File: src/rtl/load_store_unit.sv
// Load/store initiator between execute and data memory; one request in flight, byte-addressed little-endian.
// Latency from handshake: error 1 cycle, load/sb/sw 2 cycles, sh 3 cycles (two byte writes).
// Backpressure: req_ready only in IDLE; response held stable in RESP until resp_ready.
module load_store_unit #(
  parameter int MEM_BYTES = 8192
) (
  input  logic        clock,
  input  logic        reset,
  input  logic        req_valid,
  output logic        req_ready,
  input  logic [2:0]  req_op,
  input  logic [31:0] req_addr,
  input  logic [31:0] req_wdata,
  output logic        resp_valid,
  input  logic        resp_ready,
  output logic [31:0] resp_rdata,
  output logic        resp_error,
  output logic [31:0] mem_addr,
  output logic [31:0] mem_wdata,
  output logic        mem_write,
  output logic        mem_sb,
  input  logic [31:0] mem_rdata
);

  localparam logic [2:0] OP_LB  = 3'd0;
  localparam logic [2:0] OP_LH  = 3'd1;
  localparam logic [2:0] OP_LW  = 3'd2;
  localparam logic [2:0] OP_SB  = 3'd3;
  localparam logic [2:0] OP_LBU = 3'd4;
  localparam logic [2:0] OP_LHU = 3'd5;
  localparam logic [2:0] OP_SH  = 3'd6;
  localparam logic [2:0] OP_SW  = 3'd7;

  typedef enum logic [2:0] {IDLE, LOAD, STORE, STORE_HI, RESP} state_t;

  state_t      r_state;
  state_t      w_next;
  logic [2:0]  r_op;
  logic [31:0] r_addr;
  logic [31:0] r_wdata;
  logic [31:0] r_rdata;
  logic        r_error;

  logic [2:0]  w_size;
  logic        w_misalign;
  logic        w_is_store;
  logic [32:0] w_end;
  logic        w_err;
  logic        w_hs;
  logic        w_wr;
  logic        w_sb;
  logic [31:0] w_load_data;

  // Decode the incoming request: access size, alignment and direction.
  always_comb begin
    w_size     = 3'd4;
    w_misalign = 1'b1;
    w_is_store = 1'b0;
    case (req_op)
      OP_LB, OP_LBU: begin w_size = 3'd1; w_misalign = 1'b0; end
      OP_SB:         begin w_size = 3'd1; w_misalign = 1'b0; w_is_store = 1'b1; end
      OP_LH, OP_LHU: begin w_size = 3'd2; w_misalign = req_addr[0]; end
      OP_SH:         begin w_size = 3'd2; w_misalign = req_addr[0]; w_is_store = 1'b1; end
      OP_LW:         begin w_size = 3'd4; w_misalign = |req_addr[1:0]; end
      OP_SW:         begin w_size = 3'd4; w_misalign = |req_addr[1:0]; w_is_store = 1'b1; end
      default:       begin w_size = 3'd4; w_misalign = 1'b1; end
    endcase
  end

  // End address is computed in 33 bits so addresses near 2^32 cannot wrap into range.
  assign w_end = {1'b0, req_addr} + {30'd0, w_size};
  assign w_err = w_misalign | (w_end > 33'(MEM_BYTES));
  assign w_hs  = req_valid && (r_state == IDLE);

  // Size and sign extension of the combinational memory read for loads.
  always_comb begin
    w_load_data = mem_rdata;
    case (r_op)
      OP_LB:   w_load_data = {{24{mem_rdata[7]}}, mem_rdata[7:0]};
      OP_LBU:  w_load_data = {24'd0, mem_rdata[7:0]};
      OP_LH:   w_load_data = {{16{mem_rdata[15]}}, mem_rdata[15:0]};
      OP_LHU:  w_load_data = {16'd0, mem_rdata[15:0]};
      default: w_load_data = mem_rdata;
    endcase
  end

  // State register.
  always_ff @(posedge clock) begin
    if (reset) r_state <= IDLE;
    else       r_state <= w_next;
  end

  // Next-state and per-state memory/handshake outputs.
  always_comb begin
    w_next     = r_state;
    req_ready  = 1'b0;
    resp_valid = 1'b0;
    w_wr       = 1'b0;
    w_sb       = 1'b0;
    mem_addr   = r_addr;
    mem_wdata  = r_wdata;
    case (r_state)
      IDLE: begin
        req_ready = 1'b1;
        if (req_valid) begin
          if (w_err)           w_next = RESP;
          else if (w_is_store) w_next = STORE;
          else                 w_next = LOAD;
        end
      end
      LOAD: w_next = RESP;
      STORE: begin
        w_wr   = 1'b1;
        w_sb   = (r_op != OP_SW);
        w_next = (r_op == OP_SH) ? STORE_HI : RESP;
      end
      STORE_HI: begin
        // Upper half of a halfword store goes out as a second byte write.
        mem_addr  = r_addr + 32'd1;
        mem_wdata = {24'd0, r_wdata[15:8]};
        w_wr      = 1'b1;
        w_sb      = 1'b1;
        w_next    = RESP;
      end
      RESP: begin
        resp_valid = 1'b1;
        if (resp_ready) w_next = IDLE;
      end
      default: w_next = IDLE;
    endcase
  end

  // Reset suppresses any write that would otherwise commit on this edge.
  assign mem_write = w_wr & ~reset;
  assign mem_sb    = w_sb & ~reset;

  // Request latch and response data/error registers.
  always_ff @(posedge clock) begin
    if (reset) begin
      r_op    <= 3'd0;
      r_addr  <= 32'd0;
      r_wdata <= 32'd0;
      r_rdata <= 32'd0;
      r_error <= 1'b0;
    end else begin
      if (w_hs) begin
        r_op    <= req_op;
        r_addr  <= req_addr;
        r_wdata <= req_wdata;
        r_rdata <= 32'd0;
        r_error <= w_err;
      end
      if (r_state == LOAD) r_rdata <= w_load_data;
    end
  end

  assign resp_rdata = r_rdata;
  assign resp_error = r_error;

endmodule

File: config.mk
export PLATFORM = sky130hd
export DESIGN_NAME = load_store_unit
export DESIGN_NICKNAME = d
export VERILOG_FILES = /design/src/rtl/load_store_unit.sv
export SDC_FILE = /design/constraint.sdc
export NUM_CORES = 1
export LEC_CHECK = 0
export BUFFER_PORTS_ARGS = -buffer_cell sky130_fd_sc_hd__buf_2
export CORE_MARGIN = 5
export CORE_UTILIZATION = 46
export DETAILED_ROUTE_END_ITERATION = 16
export PLACE_DENSITY = 0.75
export SLEW_MARGIN = 20
export SYNTH_ARGS = -nofsm -noshare
export SYNTH_HDL_FRONTEND = slang
export SYNTH_SLANG_ARGS = --single-unit
File: constraint.sdc
create_clock -name clock -period 3.7 [get_ports clock]
set_input_delay 0.555 -clock clock [delete_from_list [all_inputs] [get_ports clock]]
set_output_delay 0.555 -clock clock [all_outputs]
set_load 0.01 [all_outputs]
# After elaboration in Yosys (flattened, before gate mapping)
# Cells that the tools add are included.
op_classes:
  add_sub_neg: 2
  n_lt_le_gt_ge: 1
  n_eq_ne: 18
  n_mux: 18
  n_bitwise: 4
  n_reduce_logical: 13
ops:
  columns: ["op", "n"]
  rows:
  - ["two-way mux 32 bit", 4]
  - ["one-hot mux 32 bit (4 select lines)", 1]
  - ["adder 32 x 3 -> 33 bit", 1]
  - ["> comparator 33 x 14 -> 1 bit (second input constant)", 1]
  - ["adder 32 x 1 -> 32 bit (second input constant)", 1]
  - ["== test 3 bit (second input constant)", 8]
  - ["== test 3 x 2 -> 1 bit (second input constant)", 4]
  - ["two-way mux 3 bit", 4]
  - ["one-hot mux 3 bit (4 select lines)", 1]
  - ["== test 3 x 1 -> 1 bit (second input constant)", 3]
  - ["zero test 3 bit", 3]
  - ["one-hot mux 3 bit (3 select lines)", 1]
  - ["OR reduction 3 bit", 3]
  - ["OR reduction 2 bit", 4]
  - ["two-way mux 1 bit", 4]
  - ["inequality test 2 bit (second input constant)", 2]
  - ["inequality test 3 bit (second input constant)", 1]
  - ["one-hot mux 1 bit (3 select lines)", 1]
  - ["AND 1 bit", 2]
  - ["two-way mux 2 bit", 1]
  - ["one-hot mux 1 bit (2 select lines)", 1]
  - ["AND reduction 2 bit", 1]
  - ["nonzero test 2 bit", 1]
  - ["logical AND 1 bit", 1]
  - ["other kinds (2)", 2]
totals:
  regBits: 103
  inputBits: 103
  output_inout_bits: 101

# Logic depth before layout (Yosys ltp)
# Gate-level depths: netlist of the first run.
logic_depth:
  depth_word: 9
  mapped_depth: 14
  ltp_nobuf: 13

# Least setup slack after synthesis of the first run
# OpenSTA, ideal clock, no wires.
synth_path:
  path_kind: "in2reg"
  startpoint: "in req_op[0]"
  endpoint: "reg r_state[1]"
  setup_time_ns: 0.070
  arrival_ns: 3.264
  t_required_ns: 3.630
  setup_slack_ns: 0.366
  path_stages: 13
  path_cell_list: "buf_2 -> mux2i_1 -> nor2_1 -> ha_1 -> fa_1 -> a21o_1 -> and3_1 -> a211o_1 -> a21oi_1 -> nand4_2 -> nor4_4 -> o2111ai_1 -> a21oi_1"
synth_between:
  elab_chain_cells: 9
synth_lines:
  columns: ["item", "line", "text"]
  rows:
  - ["from (decl)", "11", "input logic [2:0] req_op,"]
  - ["== test 3 bit (tied with other cells)", "59", "case (req_op)"]
  - ["OR reduction 3 bit (no line) / OR reduction 2 bit (equally long branches)", null, null]
  - ["one-hot mux 3 bit (3 select lines)", "59", null]
  - ["adder 32 x 3 -> 33 bit", "71", "assign w_end = {1'b0, req_addr} + {30'd0, w_size};"]
  - ["> comparator 33 x 14 -> 1 bit", "72", "assign w_err = w_misalign | (w_end > 33'(MEM_BYTES));"]
  - ["OR 1 bit", "72", null]
  - ["two-way mux 3 bit (*)", "106", "if (w_err) w_next = RESP;"]
  - ["two-way mux 3 bit (*)", "105", "if (req_valid) begin"]
  - ["one-hot mux 3 bit (4 select lines) (*)", "102", "case (r_state)"]
  - ["to (signal assigned)", "90", "else r_state <= w_next;"]
  - ["to (decl)", "36", "state_t r_state;"]
# Every way passes the cells marked *; elsewhere a longest branch is shown, timed or not. The select of a mux whose other input is x is not followed.
# A chain may end at the register's enable or synchronous reset.

# Worst setup path after layout of the first run
layout_path:
  startpoint: "reg r_state[1]"
  endpoint: "out mem_addr[28]"
layout_between:
  elab_chain_cells: 2
layout_lines:
  columns: ["item", "line", "text"]
  rows:
  - ["== test 3 x 2 -> 1 bit", "102", null]
  - ["two-way mux 32 bit", "102", null]
  - ["to (decl)", "18", "output logic [31:0] mem_addr,"]
# No other way between the ends.

==> summary.md, run 1 <==
| Metric | Value |
|---|---|
| Setup_tns | 0 ps |
| Peak Freq | roughly 0.32 GHz |
| Starting DRT DRC Count | 366 |
| Post-synth cell types | between 50 and 60 |
| Status | complete, no violations |
| CP Launch Type | register |
| Post-Route WL | 15300 um |
| Layout Nets | 1031 |
| Critical path's slowest cell | dfxtp_1 |
| Drt drc | 0 |
| Post-synthesis cell area | between 5000 and 6000 um2 |
| Placed cell count | 1055 |
| Syn-to-layout area delta | 24.5% |
| Die extent in x | 119 um |
| FP Rows | 39 |
| Post-synth top area share | 37.8% |
| Prevailing post-synth register cell | dfxtp_1 |
| DRT Pass-1 Iters | 4 |
| Critical path class | reg2out |
| Worst R2R Path Depth | 4 |
| DPL Wire Length | 11100 um |
| Core area | around 12000 um2 |
| Setup Skew | around 3.7 ps |
| Most common cell after layout, fill and taps aside | nand2_1 |
| CP top delay family | simple AND/OR/NAND/NOR gates |
| First-pass GRT wire length | 24900 um |
| R2R Setup Slk | ~1400 ps |
| Initial core utilization | 47.4% |
| Yosys top cell by area | dfxtp_1 |
| Hold/Removal Path Class | in2reg |
| IO Port Bufs | 203 |
| Initial antenna violation count | 1 |
| Post-CTS setup repair buffer count | 0 |
| Register bit total from synthesis | around 100 |
| Clk root buf | clkbuf_16 |
| ANT cells | 0 |
| Pwr Total | 0.00252 W |
| Worst Setup End Kind | primary output |
| CTS tree | done |
| Commonest non-fill, non-tap cells in the layout | nand2_1, buf_2, a21oi_1 |
| Crit-path cells | nor2b_1 > and2_1 > buf_4 > nand3_1 > nor3_1 > buf_4 > nand2_1 > nor2_1 > nand2_1 > xnor2_1 > buf_2 |
| Pwr per Cell Area | 370 nW/um2 |
| Placer Congestion | 0.803 |
| Overflow after GRT | 0 |
| Post-cts sizing count | 0 |
| Post-synthesis sequential area ratio | 37.8% |
| Synthesized Nets | 858 |
| Slew HR | 35.7% |
| Post-Layout Cell Count | 1071 |
| Maximum number of pins on one net before global-route repair | 70 |
| Vias per Instance | roughly 5.2 |
| Layout cells sized above 1 | around a quarter |
| Total CTS buffers | 9 |
| Synth area leaders | dfxtp_1, nand2_1, a21oi_1, xnor2_1, and2_1 |
| Vias | between 5000 and 6000 |
| Slew @ Worst Pin | 962 ps |
| Min Tclk post-route | 3170 ps |
| CTS Sinks | 103 |
| Ys async rst share | 0% |
| Final instance area | 6790 um2 |
| Slowest cell delay on critical path | 400 ps |
| Fin. Hold Viols | 0 |
| Worst EP required | 3140 ps |
| Place WS | 180 ps |
| Worst hold path depth | 3 |
| CP max FO | 12 |
| Die area | 14100 um2 |
| Routed wire per std cell | 14.3 um |
| Post-synth EDFFs | 0 |
| Vias in the first global route | around 5300 |
| Setup violations, final | 0 |
| CTS Hold Buffers Added | 0 |
| Pleak | 3.02 nW |
| Maximum vdd ir drop | about 0.31 mV |
| Worst-path clk slew | 70 ps |
| Yosys Warn Count | 0 |
| Worst Slack Setup Final | 532 ps |
| Io pins | about 200 |
| Synth Instances | 750 |
| Pins Over Slew Limit | 0 |
| Worst-Skew Late Latency | 350 ps |
| Total GRT Usage | 21.0% |
| Crit path buffers/inverters | 3 |
| Syn Area/Cell | 7.28 um2 |
| Final period util | 85.6% |
| Die H | 119 um |
| H-tree levels | 3 |
| Crit path DAT | 2610 ps |
| Clock Path Buffers | 2 |
| # Max-Cap Violations | 0 |
| Remaining antenna violation count | 0 |
| Critical Path Stages | 11 |
| Post-DP Area | 6500 um2 |
| Unrepaired setup endpoints after global routing | no |
## worst paths after layout
kind	from	end
worst max-delay path	r_state[1]	mem_addr[28]
worst min-delay path	mem_rdata[4]	resp_rdata[4]
worst max register to register	r_state[0]	resp_rdata[20]
worst min register to register	r_wdata[28]	r_wdata[28]
## report_power, final
group / leakage (nW) / internal, W / switching, W / total [W]
Clock: 0.142 / 0.000522 / 0.000416 / 0.000938
Combinational: 2.03 / 0.000156 / 0.000226 / 0.000382
Sequential: 0.841 / 0.00115 / 0.0000401 / 0.00119
Total: 3.02 / 0.00183 / 0.000682 / 0.00252
## metrics by stage
stage | util, % | hold WS (ps)
2_1_floorplan | - | 432
3_3_place_gp | 56.5 | 436
3_5_place_dp | 56.5 | 441
4_1_cts | 59.0 | 431
5_1_grt | 59.0 | 438
6_report | 59.0 | 439
## cell type report
cell class | count | area, um2
fill | 1133 | 4720
multi-input combinational | 593 | 3160
sequential | 103 | 2060
timing repair buffer | 212 | 1090
clock buffer | 10 | 229
tap | 143 | 179
clock inverter | 6 | 61.3
inverter | 4 | 15.0
## synthesized netlist by cell type, drive strengths merged, types with 2 or more instances
cell    number
xnor2       28
mux2         2
nand4       17
buf          6
a211oi       4
and3         8
nor3        10
a21oi      107
nand3       30
mux2i        3
nor4         8
nand4b       2
or3          4
ha           4
inv          4
a22oi        2
nand2      218
a31oi       10
nor2        32
xor2        16
dfxtp      103
and2        31
o21ai       30
nor2b        4
clkbuf      44
a211o        2
or4b         2
and4         4
## logic make-up after synthesis
| logic type | after synthesis | synth area share [%] |
|---|---|---|
| AOI/OAI and AO/OA | 164 | 16.3 |
| xor gates and xnor gates | 44 | 7.06 |
| adders and majority gates | 5 | 1.28 |
| buffers and inverters | 54 | 4.38 |
| DFF | 103 | 37.8 |
| muxes | 5 | 0.963 |
| and+or+nand+nor | 375 | 32.2 |
## metal layers
metal  routed length [um]  vias up  track usage (%)
li1                     -     2889                -
met3                 1210       24             6.78
met5                   12        -                0
met2                 7400      158             36.1
met4                  299        2             7.17
met1                 6370     2538             24.8
## worst reg2reg max path, delay by kind of cell (launching register included)
| kind | cells | cell delay (ps) |
|---|---|---|
| compound gates | 2 | 450 |
| flops | 1 | 460 |
| simple gates | 2 | 1340 |
## sequential cells by signal, summed over array words and instances (netlist names)
register and flops:
r_addr 32, r_op 3, r_state 3, r_wdata 32
resp_error 1, resp_rdata 32
(Power assumes the default switching activity.)
==> run 2: changes to the inputs <==
- CORE_UTILIZATION: 46 -> 25
- PLACE_DENSITY: 0.75 -> 0.46
==> summary.md, run 2 (synthesis gave the netlist of run 1 again) <==
| Metric | Value |
|---|---|
| Routed wire per std cell | 15.2 um (+6.7%) |
| Min Tclk post-route | 3330 ps (+160 ps) |
| H-tree levels | 3 (unchanged) |
| Peak Freq | 0.301 GHz (-4.8%) |
| Worst EP required | 3140 ps (about the same) |
| Total GRT Usage | 14.3% (-6.7 points) |
| Pins Over Slew Limit | 0 (unchanged) |
| Remaining antenna violation count | 0 (unchanged) |
| CTS Hold Buffers Added | 0 (unchanged) |
| Die H | 158 um (+33%) |
| Initial antenna violation count | 2 (+1) |
| Initial core utilization | 25.2% (-22 points) |
| Layout Nets | 1034 (+0.29%) |
| Post-DP Area | 6700 um2 (+3.0%) |
| Hold slack | 424 ps (-15.0 ps) |
| Slowest cell delay on critical path | 400 ps (about the same) |
| Core area | 21700 um2 (+88%) |
| Final core utilization | 32.3% (-27 points) |
| Final instance area | 7010 um2 (+3.2%) |
| Die area | 24900 um2 (+76%) |
| Setup violations, final | 0 (unchanged) |
| Setup_tns | 0 ps (unchanged) |
| Most common cell after layout, fill and taps aside | nand2_1 |
| Crit path DAT | 2770 ps (+160 ps) |
| CTS Sinks | 103 (unchanged) |
| R2R Path Start | r_state[0] |
| IO Port Bufs | 203 (unchanged) |
| Syn-to-layout area delta | 28.5% |
| Die extent in x | 158 um (+33%) |
| Slew @ Worst Pin | 879 ps (-82.8 ps) |
| Pleak | 3.04 nW (+0.68%) |
| Critical Path Start | r_state[1] |
| Status | complete, no violations |
| Drt drc | 0 (unchanged) |
| Post-Route WL | 18500 um (+21%) |
| Slew HR | 41.2% (+5.5 points) |
| Io pins | 204 (unchanged) |
| Worst Setup End Kind | primary output |
| DRT Pass-1 Iters | 4 (unchanged) |
| Placer Congestion | 0.816 (+1.6%) |
| Worst-Skew Late Latency | 360 ps (about the same) |
| Maximum number of pins on one net before global-route repair | 70 (unchanged) |
| Layout cells sized above 1 | 26.3% (+0.35 points) |
| Hold Crit Start | mem_rdata[4] |
| Hold/Removal Path Class | in2reg |
| Crit-path cells | nor2b_1 > and2_1 > nand4_1 > nor3_1 > nand2_1 > nor2_1 > nand3_1 > xnor2_1 > buf_2 |
| CP top delay family | simple AND/OR/NAND/NOR gates |
| Final period util | 89.9% (+4.3 points) |
| DPL Wire Length | 13400 um (+20%) |
| Crit path buffers/inverters | 1 (-2) |
| FP Rows | 54 (+38%) |
| Setup Skew | 11.2 ps (+7.49 ps) |
| Vias per Instance | 4.63 (-12%) |
| Fin. Hold Viols | 0 (unchanged) |
| CTS tree | done |
| Starting DRT DRC Count | 211 (-42%) |
| First-pass GRT wire length | 28700 um (+15%) |
| Vias in the first global route | 5459 (+3.9%) |
| Worst-path clk slew | 80 ps (about the same) |
| Critical path's slowest cell | dfxtp_1 |
| Clk root buf | clkbuf_16 |
| CP Launch Type | register |
| Pwr per Cell Area | 374 nW/um2 (+0.92%) |
| Vias | 5614 (+0.053%) |
| # Max-Cap Violations | 0 (unchanged) |
| Unrepaired setup endpoints after global routing | no |
| Clock Path Buffers | 2 (unchanged) |
| CP max FO | 5 (-7) |
| Maximum vdd ir drop | 0.186 mV (-41%) |
| Overflow after GRT | 0 (unchanged) |
| Post-cts sizing count | 0 (unchanged) |
| Total CTS buffers | 9 (unchanged) |
| Commonest non-fill, non-tap cells in the layout | nand2_1, buf_2, a21oi_1 |
| Critical path class | reg2out |
| Post-CTS setup repair buffer count | 0 (unchanged) |
## run 2: worst paths after layout
path                            cells past startpoint  slack (ps)              to
worst min register to register                      2         450  resp_rdata[20]
worst min-delay path                                3         420   resp_rdata[4]
worst max register to register                      5        1530      r_wdata[9]
worst max-delay path                                9         370    mem_addr[27]
## run 2: layer usage
metal	track usage (%)	wire length (um)	vias to the layer above
li1	-	-	2898
met1	18.4	8410	2556
met2	23.2	8500	141
met3	4.54	1290	17
met4	3.65	238	2
met5	0	13	-
## run 2: layout make-up
type,count,area [um2]
fillers,2428,14700
multi-input cells,593,3160
flip-flops and latches,103,2060
repair buffers,215,1110
well taps,280,350
clock buffers,9,225
clock inverters,7,83.8
inverters,4,15.0
diodes,1,2.50
## run 2: power breakdown
group	internal, W	leakage (nW)	switching, W
sequential	0.00115	0.841	0.0000428
clock	0.000541	0.149	0.000487
combinational	0.000158	2.05	0.000237
## run 2: metrics by stage
stage / std cells / power, W / worst slack [ps]
2_1_floorplan: 750 / 0.00144 / 366
3_3_place_gp: 1195 / 0.00163 / 197
3_5_place_dp: 1195 / 0.00162 / 133
4_1_cts: 1211 / 0.00267 / 258
5_1_grt: 1212 / 0.00276 / 91.2
6_report: 1212 / 0.00262 / 373
## run 2: worst min-delay path: cells and delay by family
family / cells / cell delay, ps
buffers and inverters: 1 / 90
AOI/OAI and AO/OA: 1 / 50
and+or+nand+nor: 1 / 40
